`config.mk`:
```
export PLATFORM = sky130hd
export DESIGN_NAME = lane_traffic_ctrl
export DESIGN_NICKNAME = d
export VERILOG_FILES = /design/src/rtl/traffic_pkg.sv /design/src/rtl/car_step_unit.sv /design/src/rtl/lane_traffic_ctrl.sv
export SDC_FILE = /design/constraint.sdc
export NUM_CORES = 1
export LEC_CHECK = 0
export CORE_MARGIN = 3
export CORE_UTILIZATION = 42
export DETAILED_ROUTE_END_ITERATION = 10
export PLACE_DENSITY = 0.65
export SLEW_MARGIN = 10
export SYNTH_ARGS = -nofsm -noshare
export SYNTH_HDL_FRONTEND = slang
export SYNTH_HIERARCHICAL = 1
export SYNTH_SLANG_ARGS = --single-unit
```
`constraint.sdc`:
```
create_clock -name i_Clk -period 3.5 [get_ports i_Clk]
set_clock_uncertainty 0.05 [all_clocks]
set_input_delay 0.7 -clock i_Clk [delete_from_list [all_inputs] [get_ports i_Clk]]
set_output_delay 0.7 -clock i_Clk [all_outputs]
set_load 0.02 [all_outputs]
```
`src/rtl/traffic_pkg.sv`:
```
// traffic_pkg: shared constants, direction encoding and the saturating
// subtract that turns a car's step period and the level into its
// effective period.
package traffic_pkg;

    localparam int GRID_W = 40;
    localparam int POS_W  = 6;

    typedef enum logic {
        DIR_RIGHT = 1'b0,
        DIR_LEFT  = 1'b1
    } dir_e;

    // Operand width for sat_sub; callers zero-extend narrower fields.
    localparam int SAT_W = 16;

    function automatic logic [SAT_W-1:0] sat_sub(input logic [SAT_W-1:0] a,
                                                 input logic [SAT_W-1:0] b);
        return (a > b) ? (a - b) : '0;
    endfunction

endpackage

```
`src/rtl/car_step_unit.sv`:
```
// car_step_unit: one car of the traffic engine.
// Holds the car position, its period counter and the registered frog
// collision flag.
//   i_Clk, i_Rst      clock, synchronous active-high reset
//   i_Load            reload position from i_Init_X/Y
//   i_Step_En         shared movement tick (already qualified by i_Run)
//   i_Init_X/Y        reload position
//   i_Dir             0 = right (+X), 1 = left (-X)
//   i_Period/i_Level  step period minus 1, and the speed-up subtracted from it
//   i_Frog_X/Y        frog cell
//   o_Car_X/Y         current position
//   o_Match           combinational: frog is on this car's cell now
//   o_Hit             o_Match registered
module car_step_unit #(
    parameter int GRID_W = traffic_pkg::GRID_W,
    parameter int POS_W  = traffic_pkg::POS_W,
    parameter int PER_W  = 4
) (
    input  logic             i_Clk,
    input  logic             i_Rst,
    input  logic             i_Load,
    input  logic             i_Step_En,
    input  logic [POS_W-1:0] i_Init_X,
    input  logic [POS_W-1:0] i_Init_Y,
    input  logic             i_Dir,
    input  logic [PER_W-1:0] i_Period,
    input  logic [PER_W-1:0] i_Level,
    input  logic [POS_W-1:0] i_Frog_X,
    input  logic [POS_W-1:0] i_Frog_Y,
    output logic [POS_W-1:0] o_Car_X,
    output logic [POS_W-1:0] o_Car_Y,
    output logic             o_Match,
    output logic             o_Hit
);
    import traffic_pkg::*;

    // Assumes GRID_W < 2**POS_W; "X > X_MAX" is the out-of-range test.
    localparam logic [POS_W-1:0] X_MAX = POS_W'(GRID_W - 1);

    dir_e             dir;
    logic [PER_W-1:0] per_cnt;
    logic [PER_W-1:0] eff_period;
    logic [POS_W-1:0] next_x;

    assign dir        = dir_e'(i_Dir);
    assign eff_period = PER_W'(sat_sub(SAT_W'(i_Period), SAT_W'(i_Level)));

    always_comb begin
        next_x = o_Car_X;
        if (dir == DIR_LEFT) begin
            if (o_Car_X == '0 || o_Car_X > X_MAX)
                next_x = X_MAX;
            else
                next_x = o_Car_X - 1'b1;
        end else begin
            if (o_Car_X >= X_MAX)
                next_x = '0;
            else
                next_x = o_Car_X + 1'b1;
        end
    end

    assign o_Match = (o_Car_X == i_Frog_X) && (o_Car_Y == i_Frog_Y);

    always_ff @(posedge i_Clk) begin
        if (i_Rst || i_Load) begin
            o_Car_X <= i_Init_X;
            o_Car_Y <= i_Init_Y;
            per_cnt <= '0;
        end else if (i_Step_En) begin
            if (per_cnt >= eff_period) begin
                o_Car_X <= next_x;
                per_cnt <= '0;
            end else begin
                per_cnt <= per_cnt + 1'b1;
            end
        end
    end

    // Collision keeps tracking through a load; only reset clears it.
    always_ff @(posedge i_Clk) begin
        if (i_Rst)
            o_Hit <= 1'b0;
        else
            o_Hit <= o_Match;
    end

endmodule

```
`src/rtl/lane_traffic_ctrl.sv`:
```
// lane_traffic_ctrl: multi-car traffic engine for the road/river section.
// A shared tick counter paces NUM_CARS car_step_unit instances; each car
// has its own lane, direction and period. Also reports frog collisions.
//   i_Clk, i_Rst       clock, synchronous active-high reset
//   i_Run              1 = cars move, 0 = pause (tick counter holds)
//   i_Load             reload init positions
//   i_Level            speed-up subtracted from every period
//   i_Init_X/Y         flattened init X / lane Y per car
//   i_Dir, i_Period    per-car direction and step period minus 1
//   i_Frog_X/Y         frog cell
//   o_Car_X/Y          flattened car positions
//   o_Tick             one-cycle pulse per movement tick
//   o_Hit, o_Hit_Mask  registered collision flags
module lane_traffic_ctrl #(
    parameter int NUM_CARS     = 8,
    parameter int GRID_W       = traffic_pkg::GRID_W,
    parameter int POS_W        = traffic_pkg::POS_W,
    parameter int PER_W        = 4,
    parameter int TICK_W       = 26,
    parameter int c_TICK_COUNT = 2000000
) (
    input  logic                      i_Clk,
    input  logic                      i_Rst,
    input  logic                      i_Run,
    input  logic                      i_Load,
    input  logic [PER_W-1:0]          i_Level,
    input  logic [NUM_CARS*POS_W-1:0] i_Init_X,
    input  logic [NUM_CARS*POS_W-1:0] i_Init_Y,
    input  logic [NUM_CARS-1:0]       i_Dir,
    input  logic [NUM_CARS*PER_W-1:0] i_Period,
    input  logic [POS_W-1:0]          i_Frog_X,
    input  logic [POS_W-1:0]          i_Frog_Y,
    output logic [NUM_CARS*POS_W-1:0] o_Car_X,
    output logic [NUM_CARS*POS_W-1:0] o_Car_Y,
    output logic                      o_Tick,
    output logic                      o_Hit,
    output logic [NUM_CARS-1:0]       o_Hit_Mask
);

    localparam logic [TICK_W-1:0] TICK_LAST = TICK_W'(c_TICK_COUNT - 1);

    logic [TICK_W-1:0]   tick_cnt;
    logic                tick_wrap;
    logic                step_en;
    logic [NUM_CARS-1:0] match;

    assign tick_wrap = i_Run && (tick_cnt == TICK_LAST);
    // Cars step on the same edge that raises o_Tick; a load on that edge wins.
    assign step_en   = tick_wrap && !i_Load;

    always_ff @(posedge i_Clk) begin
        if (i_Rst || i_Load) begin
            tick_cnt <= '0;
            o_Tick   <= 1'b0;
        end else if (i_Run) begin
            if (tick_wrap) begin
                tick_cnt <= '0;
                o_Tick   <= 1'b1;
            end else begin
                tick_cnt <= tick_cnt + 1'b1;
                o_Tick   <= 1'b0;
            end
        end else begin
            o_Tick <= 1'b0;
        end
    end

    for (genvar g = 0; g < NUM_CARS; g++) begin : g_car
        car_step_unit #(
            .GRID_W (GRID_W),
            .POS_W  (POS_W),
            .PER_W  (PER_W)
        ) u_car (
            .i_Clk     (i_Clk),
            .i_Rst     (i_Rst),
            .i_Load    (i_Load),
            .i_Step_En (step_en),
            .i_Init_X  (i_Init_X[g*POS_W +: POS_W]),
            .i_Init_Y  (i_Init_Y[g*POS_W +: POS_W]),
            .i_Dir     (i_Dir[g]),
            .i_Period  (i_Period[g*PER_W +: PER_W]),
            .i_Level   (i_Level),
            .i_Frog_X  (i_Frog_X),
            .i_Frog_Y  (i_Frog_Y),
            .o_Car_X   (o_Car_X[g*POS_W +: POS_W]),
            .o_Car_Y   (o_Car_Y[g*POS_W +: POS_W]),
            .o_Match   (match[g]),
            .o_Hit     (o_Hit_Mask[g])
        );
    end

    always_ff @(posedge i_Clk) begin
        if (i_Rst)
            o_Hit <= 1'b0;
        else
            o_Hit <= |match;
    end

endmodule

```
==> results.txt, run 1 <==
status -> finished clean
Slew Limit Fails -> 0
leading cell type in the layout, fill and taps excluded -> clkdlybuf4s50_1
Hold WC Path Type -> reg2reg
period utilization -> 96.2%
drt initial violations -> 815
f_max -> 0.297 GHz
first-pass GRT wire length -> 57.8 mm
Reg power frac -> 40.3%
Cell variety after synth -> 60
final instance area -> 0.0161 mm²
most frequent cells in the layout -> clkdlybuf4s50_1 (261), xnor2_1 (114), ha_1 (97), edfxtp_1 (96), inv_1 (74)
Max VDD drop -> 0.327 mV
adder-cell share of the synthesized area -> 11.4%
Max FO, Critical Path -> 8
clk root buf -> clkbuf_16
clk slew on worst S/H paths -> 80 ps
IO Port Bufs -> 261
post-synth top area cell -> edfxtp_1
post-DR vias/cell -> 5.49
Worst EP required -> 3610 ps
Post-synth ARST share -> 0%
worst setup margin -> 133 ps
post-synthesis sequential area ratio -> 35.2%
CTS tree -> built
crit end category -> flip-flop
Synth Area in Simple Gates -> 18.8%
number of CTS-inserted buffers -> 17
Post-Layout Cell Count -> 1956
Primary FF master, synth -> edfxtp_1
Initial Utilization -> 43.0%
Area after DPL -> 0.0154 mm²
synthesized area per cell -> 9.53 µm²
drt drc -> 0
largest net degree at the start of global routing -> 74
Sw Pwr -> 1.93 mW
max cap viols -> 0
post-synthesis mux area share -> 1.82%
power after layout -> 5.99 mW
Synth Area in Compound Gates -> 14.2%
Area growth syn-to-layout -> 33.1%
Leak -> 6.06 nW
Hold Vio Cnt, Final -> 0
Post-Syn Instances -> 1267
Final Setup Violations -> 0
Total GRT Usage -> 23.5%
CTS Sinks -> 164
CTS Buffer Depth -> 2
Core ar. -> 0.0281 mm²
Synth top area share -> 23.9%
worst hold slack -> 440 ps
final design utilization -> 57.2%
Syn Std Cell Area -> 0.0121 mm²
Comb pwr share -> 27.9%
origin of the worst setup path -> i_Level[0]
Int Power -> 4.07 mW
initial antenna violation count -> 2
clock power share -> 31.7%
layout cell share with drive strength beyond 1 -> 8.56%
Synth Net Count -> 1528
fin crit period -> 3370 ps
worst-margin pin slew -> 857 ps
Placed Cells -> 1923
number of global-route vias before repair -> 10400
I/O pin count -> 262
Via Count -> 10700
synth top area cells -> edfxtp_1 (24%), dfxtp_1 (11%), ha_1 (10%)
XOR/XNOR share of the synthesized area -> 13.3%
RR Startpoint -> tick_cnt[0]$_SDFFE_PP0P_
Syn. warnings -> 6
pwr dens -> 373 mW/mm²
H-Tree Depth -> 4
unrepaired setup endpoints after global routing -> no
Worst-Skew Late Latency -> 440 ps
CP Launch Type -> input pin
Arr. time, crit path -> 3480 ps
standard-cell rows -> 61
headroom to the max-slew limit -> 42.7%
First-pass DRT Iterations -> 5
Die X-Extent -> 176 µm
postcts setup bufs -> 0
HPWL after detailed placement -> 28.3 mm
die area -> 0.0308 mm²
Setup TNS Final -> 0 ps
antenna-violating nets left -> 0
synthesized flop and latch total -> 164
Switching Fraction -> 32.1%
gpl congestion -> 0.928
Total Routed Length -> 36.7 mm
WL per Instance -> 18.7 µm
largest family of logic cells by synthesized area -> simple AND/OR/NAND/NOR gates
Final #Nets -> 1825
height of the die -> 176 µm
Hold Crit Start -> tick_cnt[25]$_SDFFE_PP0P_
critical path type -> in2reg
Post-synth EDFFs -> 96
Overflow after GRT -> 0
post-placement setup slack -> -343 ps
[path summary, 6_finish.rpt]
check,end,slack [ps],cells after the start
setup / recovery,g_car[2].u_car/o_Car_X[0]$_DFFE_PP_,130,13
hold / removal,tick_cnt[25]$_SDFFE_PP0P_,440,2
setup reg to reg,g_car[5].u_car/o_Car_X[0]$_DFFE_PP_,910,9
hold reg to reg,tick_cnt[25]$_SDFFE_PP0P_,440,2
[layer usage]
layer	track usage (%)	vias to the layer above	wire length, µm
met2	36.0	395	16000
met1	32.8	5025	16800
met3	4.78	65	2710
li1	-	5248	-
met5	0	-	13
met4	8.94	2	1190
[power by group through the flow]
stage | clock, mW | sequential [mW] | combinational (mW)
2_1_floorplan | 0 | 2.44 | 0.904
3_3_place_gp | 0 | 2.46 | 1.63
3_5_place_dp | 0 | 2.45 | 1.65
4_1_cts | 1.94 | 2.41 | 1.66
5_1_grt | 2.02 | 2.44 | 1.83
6_report | 1.90 | 2.42 | 1.67
[cell usage after synthesis, drive strengths merged, types with 14 or more instances]
cell    instances
xnor2         114
ha             97
edfxtp         96
inv            74
xor2           69
dfxtp          68
nand2          68
nor2           65
nand4          61
nand3          53
a21oi          49
a211oi         42
nor3           41
o21ai          41
buf            39
a21o           24
o21a           23
mux2i          22
clkbuf         20
nor4           20
a31oi          17
nand2b         17
nor3b          17
or4            14
[final cells by class]
class                           count  area, µm²
Clock buffer                       19        475
Antenna cell                        1       2.50
Inverter                           75        282
Fill cell                        2506      12000
Timing Repair Buffer              337       3250
Clock inverter                     13        129
Sequential cell                   164       4240
Tap cell                          378        473
Multi-Input combinational cell    969       7210
[kinds of logic (layout without fill, tap and decap cells)]
group	count (synthesis)	in the layout
buffers and inverters	134	444
flip-flops	164	164
adder cells (fa/ha/maj)	105	105
multiplexers	22	22
XOR/XNOR	183	183
AND/OR/NAND/NOR	407	407
AO/OA/AOI/OAI	252	252
other	0	1
[flip-flops by register name, indices dropped and copies added (netlist names)]
name,cells
g_car.u_car/o_Car_X,48
g_car.u_car/o_Car_Y,48
g_car.u_car/o_Hit,8
g_car.u_car/per_cnt,32
o_Hit,1
o_Tick,1
tick_cnt,26
[critical path, stage by stage]
cell,delay [ps]
clkdlybuf4s50_1,500
buf_12,140
ha_1,170
inv_1,50
fa_1,380
a21o_1,170
a21oi_1,180
nor2_1,70
ha_1,270
nand2b_1,150
a211oi_2,250
o21bai_2,150
a21o_1,280
[repair_timing]
action | CTS | global route
endpoints found under the setup margin | 0 | 36
hold buffers | 0 | 0
gates resized for setup | 0 | 11
endpoints found under the hold margin | 0 | 0
Note: power is estimated with default switching activity, not from simulation.
==> run 2, diff against run 1 <==
--- a/config.mk
+++ b/config.mk
@@ -8,7 +8,8 @@
 export CORE_MARGIN = 3
 export CORE_UTILIZATION = 42
 export DETAILED_ROUTE_END_ITERATION = 10
-export PLACE_DENSITY = 0.65
+export DONT_BUFFER_PORTS = 1
+export PLACE_DENSITY = 0.53
 export SLEW_MARGIN = 10
 export SYNTH_ARGS = -nofsm -noshare
 export SYNTH_HDL_FRONTEND = slang
==> run 2 against run 1 <==
Fmax up 15%. Die area is the same. Register-to-register slack worse by 50 ps. Total power down 12%. Count of clock-buffer cells in the layout did not move. Wire length is 5.6% lower. Core utilization decreased by 11 points. Non-clock buffer count shrank 319. Sequential share of layout area grew 6.6 points. Final cell count is 16% lower. Setup slack better by 450 ps.
==> results.txt, run 2 (synthesized netlist as in run 1, its figures left out) <==
die area -> 0.0308 mm²
max cap viols -> 0
Overflow after GRT -> 0
final design utilization -> 45.8%
Area growth syn-to-layout -> 6.54%
CTS resizes -> 0
Hold WC Path Type -> in2reg
CTS Hold Buffers Added -> 0
Sw Pwr -> 1.72 mW
I/O pin count -> 262
worst-margin pin slew -> 707 ps
power after layout -> 5.29 mW
Worst-Skew Late Latency -> 430 ps
met3 WL post-DR -> 3.35 mm
first-pass GRT wire length -> 52.8 mm
critical path type -> in2reg
Comb pwr share -> 18.5%
Int Power -> 3.57 mW
initial antenna violation count -> 4
Hold Vio Cnt, Final -> 0
most frequent cells in the layout -> xnor2_1 (114), ha_1 (97), edfxtp_1 (96), inv_1 (74), xor2_1 (69)
Final Setup Violations -> 0
headroom to the max-slew limit -> 52.9%
pwr dens -> 412 mW/mm²
period utilization -> 83.4%
Reg area -> 0.00424 mm²
Largest delay share family, worst path -> compound AO/OA/AOI/OAI gates
Slew Limit Fails -> 0
Worst EP required -> 3560 ps
fin crit period -> 2920 ps
Largest regs -> g_car.u_car/o_Car_X x48, g_car.u_car/o_Car_Y x48, g_car.u_car/per_cnt x32
area of the multi-input gates -> 0.00718 mm²
Arr. time, crit path -> 2980 ps
Max VDD drop -> 0.323 mV
Via Count -> 9427
number of global-route vias before repair -> 8998
CTS Sinks -> 164
Max Used Layer -> met5
Max FO, Critical Path -> 6
Reg power frac -> 48.4%
Setup TNS Final -> 0 ps
clk root buf -> clkbuf_16
Worst path slowest cell -> o21bai_1
Layout fillers -> 2734
Leak -> 4.69 nW
leading cell type in the layout, fill and taps excluded -> xnor2_1
antenna-violating nets left -> 0
Switching Fraction -> 32.5%
Die X-Extent -> 176 µm
drt initial violations -> 718
Initial Utilization -> 43.0%
H-Tree Depth -> 4
unrepaired setup endpoints after global routing -> no
CTS tree -> built
WL met1 -> 14.9 mm
post-DR vias/cell -> 5.76
drt drc -> 0
f_max -> 0.342 GHz
FF-to-FF setup slack -> 860 ps
Core ar. -> 0.0281 mm²
Total Routed Length -> 34.6 mm
HPWL after detailed placement -> 26.0 mm
layout cell share with drive strength beyond 1 -> 4.93%
Final #Nets -> 1506
CTS Buffer Depth -> 2
WP buf/inv -> 2
number of CTS-inserted buffers -> 17
met2 routed WL -> 15.7 mm
WL per Instance -> 21.1 µm
gpl congestion -> 0.824
IO Port Bufs -> 0
Total GRT Usage -> 21.9%
standard-cell rows -> 61
CP Launch Type -> input pin
status -> finished clean
clk slew on worst S/H paths -> 70 ps
largest net degree at the start of global routing -> 56
worst-path cell chain -> inv_1 -> ha_1 -> inv_1 -> fa_1 -> a21o_1 -> a21oi_1 -> nor2_1 -> ha_1 -> nand2b_1 -> a211oi_1 -> o21bai_1 -> a21o_1
postcts setup bufs -> 0
First-pass DRT Iterations -> 5
crit end category -> flip-flop
Max stage delay on crit path -> 470 ps
clock power share -> 33.1%
height of the die -> 176 µm
[run 2: final cells by class]
class | instances | share of cell area, %
Inverter | 75 | 2.19
Sequential cell | 164 | 33.0
Multi-Input combinational cell | 969 | 55.8
Clock inverter | 13 | 0.759
Antenna cell | 2 | 0.0389
Timing Repair Buffer | 18 | 1.15
Tap cell | 378 | 3.68
Clock buffer | 19 | 3.37
[run 2: worst paths after layout]
check / to / from / cells after the start
worst min-delay path: o_Hit$_SDFF_PP0_ / i_Rst / 1
worst max register to register: g_car[3].u_car/o_Car_X[4]$_DFFE_PP_ / tick_cnt[0]$_SDFFE_PP0P_ / 7
worst min register to register: tick_cnt[25]$_SDFFE_PP0P_ / tick_cnt[25]$_SDFFE_PP0P_ / 2
worst max-delay path: g_car[0].u_car/o_Car_X[4]$_DFFE_PP_ / i_Period[0] / 12
[run 2: routing by layer]
layer / vias up / GRT usage (%)
li1: 4597 / -
met1: 4461 / 28.8
met2: 328 / 34.2
met3: 37 / 7.61
met4: 4 / 6.40
met5: - / 0
[run 2: power by group through the flow]
stage / logic [mW] / clock network, mW / registers, mW
2_1_floorplan: 0.904 / 0 / 2.44
3_3_place_gp: 0.974 / 0 / 2.61
3_5_place_dp: 0.976 / 0 / 2.60
4_1_cts: 0.984 / 1.81 / 2.56
5_1_grt: 1.11 / 1.88 / 2.58
6_report: 0.980 / 1.75 / 2.56
[run 2: worst register-to-register path, delay by kind of cell, from the launching register on]
| family | cells | cell delay (ps) |
|---|---|---|
| adder cells (fa/ha/maj) | 1 | 320 |
| flip-flops | 1 | 390 |
| buffers and inverters | 1 | 260 |
| AO/OA/AOI/OAI | 1 | 400 |
| AND/OR/NAND/NOR | 4 | 890 |
[run 2: through the flow]
step	hold slack (ps)	instances	setup slack (ps)	cell area (µm²)
floorplan	402	1267	464	12100
global placement	420	1604	154	12300
detailed placement	431	1604	135	12300
CTS	266	1636	590	12900
global route	270	1638	338	12900
finish	300	1638	580	12900
